$ cat src/rtl/hash_word_sequencer_if.sv
// Hash hand-off bus between the mining core (master) and the word sequencer (slave).
interface hash_word_sequencer_if;
  logic [255:0] hash_in;
  logic         hash_valid;
  logic         hash_ready;

  modport master (
    output hash_in,
    output hash_valid,
    input  hash_ready
  );

  modport slave (
    input  hash_in,
    input  hash_valid,
    output hash_ready
  );
endinterface

$ cat src/rtl/hash_word_sequencer.sv
// Buffers a 256-bit hash and presents one 32-bit word at a time, stepped by debounced buttons
// or auto-scroll. Define WORD_INDEX_OVERLAY_EN to show the word number in Word[31:28].
module hash_word_sequencer #(
  parameter logic [19:0] DEBOUNCE_CYCLES = 20'd1000000,
  parameter logic [27:0] SCROLL_CYCLES   = 28'd200000000
) (
  input  logic                        clk_in,
  input  logic                        reset,
  hash_word_sequencer_if.slave        hash_if,
  input  logic                        hold_in,
  input  logic                        auto_scroll_in,
  input  logic                        BTNU_in,
  input  logic                        BTND_in,
  output logic [31:0]                 Word,
  output logic [2:0]                  word_index,
  output logic                        loaded
);

  typedef enum logic [0:0] {StEmpty, StShow} state_e;

  state_e           state_q, state_d;
  logic [7:0][31:0] buf_q, buf_d;
  logic [2:0]       idx_q, idx_d;
  logic [27:0]      scroll_q, scroll_d;

  // Bit 0 is the up button, bit 1 the down button.
  logic [1:0]       btn_raw;
  logic [1:0]       sync1_q, sync2_q;
  logic [1:0]       deb_q, deb_d;
  logic [1:0]       deb_prev_q;
  logic [1:0][19:0] cnt_q, cnt_d;
  logic             step_up, step_dn;
  logic             capture;
  logic [31:0]      sel_word;

  assign btn_raw = {BTND_in, BTNU_in};

  // ---------------------------------------------------------------------------------------------
  // Button synchronizers and debouncers
  // ---------------------------------------------------------------------------------------------
  always_ff @(posedge clk_in or posedge reset) begin
    if (reset) begin
      sync1_q    <= '0;
      sync2_q    <= '0;
      deb_q      <= '0;
      deb_prev_q <= '0;
      cnt_q      <= '0;
    end else begin
      sync1_q    <= btn_raw;
      sync2_q    <= sync1_q;
      deb_q      <= deb_d;
      deb_prev_q <= deb_q;
      cnt_q      <= cnt_d;
    end
  end

  always_comb begin
    deb_d = deb_q;
    cnt_d = '0;
    for (int b = 0; b < 2; b++) begin
      if (sync2_q[b] != deb_q[b]) begin
        if (cnt_q[b] == DEBOUNCE_CYCLES - 20'd1) begin
          deb_d[b] = sync2_q[b];
        end else begin
          cnt_d[b] = cnt_q[b] + 20'd1;
        end
      end
    end
  end

  // Rising edge of the debounced level only, so a held button steps once.
  assign step_up = deb_q[0] & ~deb_prev_q[0];
  assign step_dn = deb_q[1] & ~deb_prev_q[1];

  // ---------------------------------------------------------------------------------------------
  // Capture handshake
  // ---------------------------------------------------------------------------------------------
  assign hash_if.hash_ready = ~reset & ~hold_in;
  assign capture            = hash_if.hash_valid & hash_if.hash_ready;

  // ---------------------------------------------------------------------------------------------
  // Sequencer FSM
  // ---------------------------------------------------------------------------------------------
  always_ff @(posedge clk_in or posedge reset) begin
    if (reset) begin
      state_q  <= StEmpty;
      buf_q    <= '0;
      idx_q    <= '0;
      scroll_q <= '0;
    end else begin
      state_q  <= state_d;
      buf_q    <= buf_d;
      idx_q    <= idx_d;
      scroll_q <= scroll_d;
    end
  end

  always_comb begin
    state_d  = state_q;
    buf_d    = buf_q;
    idx_d    = idx_q;
    scroll_d = scroll_q;

    if (capture) begin
      buf_d    = hash_if.hash_in;
      idx_d    = 3'd0;
      scroll_d = '0;
      state_d  = StShow;
    end else begin
      unique case (state_q)
        StEmpty: begin
          scroll_d = '0;
        end
        StShow: begin
          if (step_up | step_dn) begin
            scroll_d = '0;
            // Simultaneous up and down cancel out.
            if (step_up ^ step_dn) begin
              idx_d = step_up ? idx_q + 3'd1 : idx_q - 3'd1;
            end
          end else if (!auto_scroll_in) begin
            scroll_d = '0;
          end else if (scroll_q == SCROLL_CYCLES - 28'd1) begin
            scroll_d = '0;
            idx_d    = idx_q + 3'd1;
          end else begin
            scroll_d = scroll_q + 28'd1;
          end
        end
        default: state_d = StEmpty;
      endcase
    end
  end

  // ---------------------------------------------------------------------------------------------
  // Outputs
  // ---------------------------------------------------------------------------------------------
  assign sel_word   = buf_q[idx_q];
  assign loaded     = (state_q == StShow);
  assign word_index = loaded ? idx_q : 3'd0;

  always_comb begin
    Word = '0;
    if (loaded) begin
`ifdef WORD_INDEX_OVERLAY_EN
      Word = {1'b0, idx_q, sel_word[27:0]};
`else
      Word = sel_word;
`endif
    end
  end

endmodule
$ cat src/flat_wrapper.sv
// flat-port wrapper written by rule: the top's interface ports become plain ports
module hash_word_sequencer_flat 
#(
  parameter logic [19:0] DEBOUNCE_CYCLES = 20'd1000000,
  parameter logic [27:0] SCROLL_CYCLES   = 28'd200000000
)
  (clk_in, reset, hold_in, auto_scroll_in, BTNU_in, BTND_in, Word, word_index, loaded, hash_if_hash_in, hash_if_hash_valid, hash_if_hash_ready);
  hash_word_sequencer_if hash_if_i ();
  input  logic clk_in;
  input  logic reset;
  input  logic hold_in;
  input  logic auto_scroll_in;
  input  logic BTNU_in;
  input  logic BTND_in;
  output logic [31:0] Word;
  output logic [2:0] word_index;
  output logic loaded;
  input wire logic [$bits(hash_if_i.hash_in)-1:0] hash_if_hash_in;
  input wire logic [$bits(hash_if_i.hash_valid)-1:0] hash_if_hash_valid;
  output wire logic [$bits(hash_if_i.hash_ready)-1:0] hash_if_hash_ready;
  assign hash_if_i.hash_in = hash_if_hash_in;
  assign hash_if_i.hash_valid = hash_if_hash_valid;
  assign hash_if_hash_ready = hash_if_i.hash_ready;
  hash_word_sequencer #(.DEBOUNCE_CYCLES(DEBOUNCE_CYCLES), .SCROLL_CYCLES(SCROLL_CYCLES)) u_core (.clk_in(clk_in), .reset(reset), .hash_if(hash_if_i), .hold_in(hold_in), .auto_scroll_in(auto_scroll_in), .BTNU_in(BTNU_in), .BTND_in(BTND_in), .Word(Word), .word_index(word_index), .loaded(loaded));
endmodule
$ cat config.mk
export PLATFORM = sky130hd
export DESIGN_NAME = hash_word_sequencer_flat
export DESIGN_NICKNAME = d
export VERILOG_FILES = /design/src/rtl/hash_word_sequencer_if.sv /design/src/rtl/hash_word_sequencer.sv /design/src/flat_wrapper.sv
export SDC_FILE = /design/constraint.sdc
export NUM_CORES = 1
export LEC_CHECK = 0
export CAP_MARGIN = 10
export CORE_AREA = 10 10 201 250
export DETAILED_ROUTE_END_ITERATION = 7
export DIE_AREA = 0 0 211 260
export DONT_BUFFER_PORTS = 1
export PLACE_DENSITY_LB_ADDON = 0.15
export SYNTH_ARGS = -nofsm -noshare
export SYNTH_HDL_FRONTEND = slang
export SYNTH_SLANG_ARGS = --single-unit
$ cat constraint.sdc
create_clock -name clk_in -period 14.4 [get_ports clk_in]
set_input_delay 4.32 -clock clk_in [delete_from_list [all_inputs] [get_ports clk_in]]
set_output_delay 4.32 -clock clk_in [all_outputs]
set_load 0.02 [all_outputs]
; ---- Word level (Yosys, flattened, before mapping)
; Index checks and enable logic that the tools add are counted.
[word_totals]
regBits = 336
out_inout_bits = 37
word_cells = 67
[classes]
add_sub_neg = 5
order_cmp = 1
n_eq_ne = 6
n_mux = 20
bitwise = 11
reduce_logical = 6
[op_table]
columns = operator, n
row1 = 28-bit 2-to-1 mux, 4
row2 = 32-bit binary-select mux with 3-bit select, 1
row3 = 20-bit 2-to-1 mux, 4
row4 = 32-bit 2-to-1 mux, 2
row5 = 28-bit one-hot mux with 2 select lines, 1
row6 = "20-bit by 1-bit adder with 20-bit output, second input constant", 2
row7 = "20-bit equality test, second input constant", 2
row8 = "28-bit by 1-bit adder with 28-bit output, second input constant", 1
row9 = "28-bit equality test, second input constant", 1
row10 = 3-bit 2-to-1 mux, 8
row11 = 3-bit nonzero test, 2
row12 = 1-bit inverter, 5
row13 = 1-bit AND, 4
row14 = "3-bit by 4-bit < comparator with 1-bit output, second input constant", 1
row15 = 2-bit AND reduction, 2
row16 = 4-bit AND reduction, 1
row17 = "3-bit by 1-bit adder with 3-bit output, second input constant", 1
row18 = "3-bit by 2-bit inequality test with 1-bit output, second input constant", 1
row19 = "3-bit by 1-bit subtractor with 3-bit output, second input constant", 1
row20 = 1-bit inequality test, 2
row21 = 2-bit nonzero test, 1
row22 = 1-bit bitwise OR, 1
row23 = 1-bit bitwise XOR, 1

; ---- Longest topological paths before layout
[logic_depth]
word_depth = 7
mapped_depth = 9
ltp_nobuf = 6

; ---- Least setup slack after synthesis
; Ideal clock, no wire load.
[synth_timing]
path_type = input to output
from = input port hold_in
to = output port hash_if_hash_ready
t_arrival_ps = 4661
required_time_ps = 10080
setup_slack_ps = 5419
cell_stages = 1
n_path_buf = 0
cell_sequence = nor2_1
[synth_between]
elab_chain_len = 2
[synth_lines]
columns = element, line_no
row1 = "start, declared", flat_wrapper.sv:11  ; input logic hold_in;
row2 = 1-bit inverter, hash_word_sequencer.sv:78  ; assign hash_if.hash_ready = ~reset & ~hold_in;
row3 = 1-bit AND, hash_word_sequencer.sv:78
row4 = "end, declared", flat_wrapper.sv:20  ; output wire logic [$bits(hash_if_i.hash_ready)-1:0] hash_if_hash_ready;
; Every way passes these cells.

; ---- Final worst setup path
; Same ends and word-level chain as after synthesis.

==> flow_summary.toml <==
[route]
vias = 10840
avgViaCountPerCell = 4.930
wl_um = 43100
antenna_left = 0
first_iter_violations = 625
drc = 0
first_pass_iters = 6
wl_per_cell_um = 19.61

[synthesis]
yosys.area_share.simple = 0.2739
synthArstFlopShare = 1.000
syn_nets = 1900
synth_top_flop_cell = "dfrtp_1"
synth_commonest_cells = "nand2_1, dfrtp_1, mux4_2"
synth-seq-cells = 336
synth_xor_area_frac = 0.03519
synth_top_family_by_area = "simple AND/OR/NAND/NOR gates"
yosys.area.top_type = "dfrtp_1"
ys_seq_area_frac = 0.5363
synth_area_um2 = 15680
synth.mux.area_fraction = 0.1138
postSynthCellCount = 1632
synth_edf_count = 0
ys_warn_count = 0
synth_area_leaders = "dfrtp_1, nand2_1, mux4_2"
avgSynthCellArea_um2 = 9.607
ys_types = 45
netlist.area_leader.share = 0.5363
synth-adder-area-share = 0.003990
synth.most_common_cell = "nand2_1"
synth_compound_area_frac = 0.006943

[setup_path]
reg2reg_depth = 5
critPathMaxFanout = 3
crit_path_max_incr_delay_ns = 0.47
reg2reg_from = "u_core.loaded$_DFFE_PP0P_"
worstSetupPathType = "primary input to output pin"
cpMaxStageDelayCell = "nor2_1"
required_ns = 10.08
end_kind = "output pin"
cp_num_buf_inv = 0
timing.rr.end = "u_core.scroll_q[3]$_DFF_PP0_"
critPathTopFamily = "simple AND/OR/NAND/NOR gates"
crit_path_start_kind = "primary input"
crit_chain = "nor2_1"
arrival_ns = 4.79
rrSetupSlack_ns = 11.58

[floorplan]
fp.dieH_um = 260
die_w_um = 211
num_io_pins = 300
dieArea_um2 = 54860
rows = 87
start_util = 0.3479
coreArea_um2 = 45070

[clock_network]
clk_path_buf_depth = 3
cts_setup_buffers = 0
cts-hold-fix-buffers = 0
cts.clk_slew.worst_paths_ns = 0.06
root_buffer = "clkbuf_16"
cts_max_level = 2
ctsResizeCount = 0
clock-sinks = 336
insertion_delay_ns = 0.55
cts_buffers = 38
cts_tree = "yes"

[timing]
slew_violations = 0
fin_tns_setup_ns = 0
holdWs_ns = 0.3645
worst_slew_margin_rel = 0.2369
finalHoldViolCount = 0
fin_crit_sh = 0.6329
fmax_mhz = 109.7
worst_slew_pin_slew_ns = 1.145
skew_ns = 0.007437
post-route-min-period_ns = 9.113
setup_viol = 0
rsz0062_at_grt = "no"

[pwr]
power_density_nw_per_um2 = 150.5
peakVddDrop_uv = 80.62
cellLeakagePower_nw = 8.556

[worst_hold_path]
hp-start = "u_core.sync1_q[0]$_DFF_PP0_"
hold_path_depth = 0
hold_end = "u_core.sync2_q[0]$_DFF_PP0_"
hold_path_class = "flop to flop"

[layout]
syn_to_final_growth_pct = 11.09
nets = 1859
nFillCells = 4545
seq_area_um2 = 8418
multi_input_area_um2 = 6812
drive_gt1_frac = 0.1064

[grt]
grt_pass1_vias = 11470
grt_pass1_wl_um = 67890
grt_max_degree = 133
overflow = 0
grt_usage = 0.1568
antenna_found_initial = 4

[run]
max_cap_viol_count = 0

[run_status]
status = "finished clean"

[placement]
dpl.hpwl_um = 29110
io_buffers = 0
gp_congestion = 0.7526
## sequential cells by signal (all words and copies together), names as in the netlist
signal,flops
u_core.cnt_q,40
u_core.loaded,1
u_core.buf_q,256
u_core.sync1_q,2
u_core.deb_q,2
u_core.idx_q,3
u_core.scroll_q,28
u_core.sync2_q,2
u_core.deb_prev_q,2
## per-stage QoR
step                instances  total power [mW]  cell area (um2)  worst slack (ns)  utilization
floorplan                1632             1.521            15680            0.7701            -
global placement         2129             1.614            16090             5.273       0.3570
detailed placement       2129             1.624            16090             5.279       0.3570
CTS                      2195             2.676            17410             5.279       0.3863
global route             2197             2.770            17420             5.264       0.3864
finish                   2198             2.621            17420             5.287       0.3865
## cell type report
| class | instances | share of cell area |
|---|---|---|
| Antenna cell | 3 | 0.0004310 |
| Clock buffer | 60 | 0.06989 |
| Clock inverter | 6 | 0.006034 |
| Inverter | 10 | 0.002586 |
| Multi-Input combinational cell | 1193 | 0.3911 |
| Sequential cell | 336 | 0.4833 |
| Tap cell | 578 | 0.04152 |
| Timing Repair Buffer | 12 | 0.005172 |
## worst reg2reg max path, delay by kind of cell, from the launching register on
| family | cells | cell delay (ns) |
|---|---|---|
| buffers and inverters | 1 | 0.42 |
| flip-flops | 1 | 0.71 |
| AND/OR/NAND/NOR | 4 | 1.62 |
## where the power goes
group          internal, mW  switching, mW  total [mW]
Sequential             1.06         0.0969        1.16
Combinational         0.201          0.234       0.435
Clock                 0.631          0.395        1.03
Total                  1.90          0.725        2.62
## cell families (layout without fill, tap and decap cells)
logic type               Yosys count  after routing
AO/OA/AOI/OAI                     17             17
adder cells (fa/ha/maj)            5              5
AND/OR/NAND/NOR                 1010           1010
flip-flops                       336            336
multiplexers                      98             98
buffers and inverters            103             88
XOR/XNOR                          63             63
other                              0              3
## worst max path at each step
stage / from / to / slack (ns) / cells after the start
after floorplan: reset / u_core.buf_q[0]$_DFFE_PP0P_ / 0.77 / 1
after global placement: hold_in / hash_if_hash_ready / 5.27 / 1
after detailed placement: hold_in / hash_if_hash_ready / 5.28 / 1
after CTS: hold_in / hash_if_hash_ready / 5.28 / 1
after global routing: hold_in / hash_if_hash_ready / 5.26 / 1
final: hold_in / hash_if_hash_ready / 5.29 / 1
## cells in the final DEF (no fill, tap or decap), types with 3 or more instances in the layout
cell type,n
nor2_1,54
nor2b_1,36
clkinv_2,3
a21oi_1,5
xnor2_1,21
and4_1,5
mux4_2,64
diode_2,3
bufinv_16,3
nand4_1,21
nor3_1,6
buf_4,12
clkbuf_1,7
nor4_1,7
dfrtp_1,332
and3_1,14
nor2_4,18
ha_1,5
xor2_1,42
o21ai_0,5
or2_2,4
nand3_1,27
nand2_1,792
clkbuf_8,12
nor4b_1,5
mux2i_1,32
and2_1,5
clkbuf_16,41
inv_1,9
## routing by layer
| layer | vias to the layer above | share of wire | wire length, um | track usage |
|---|---|---|---|---|
| li1 | 5177 | - | - | - |
| met1 | 5378 | 0.43 | 18490 | 0.1970 |
| met2 | 234 | 0.50 | 21560 | 0.2621 |
| met3 | 46 | 0.050 | 2164 | 0.03394 |
| met4 | 2 | 0.020 | 877 | 0.05279 |
| met5 | - | 0.00016 | 7 | 0 |
Note: power is estimated with default switching activity, not from simulation.
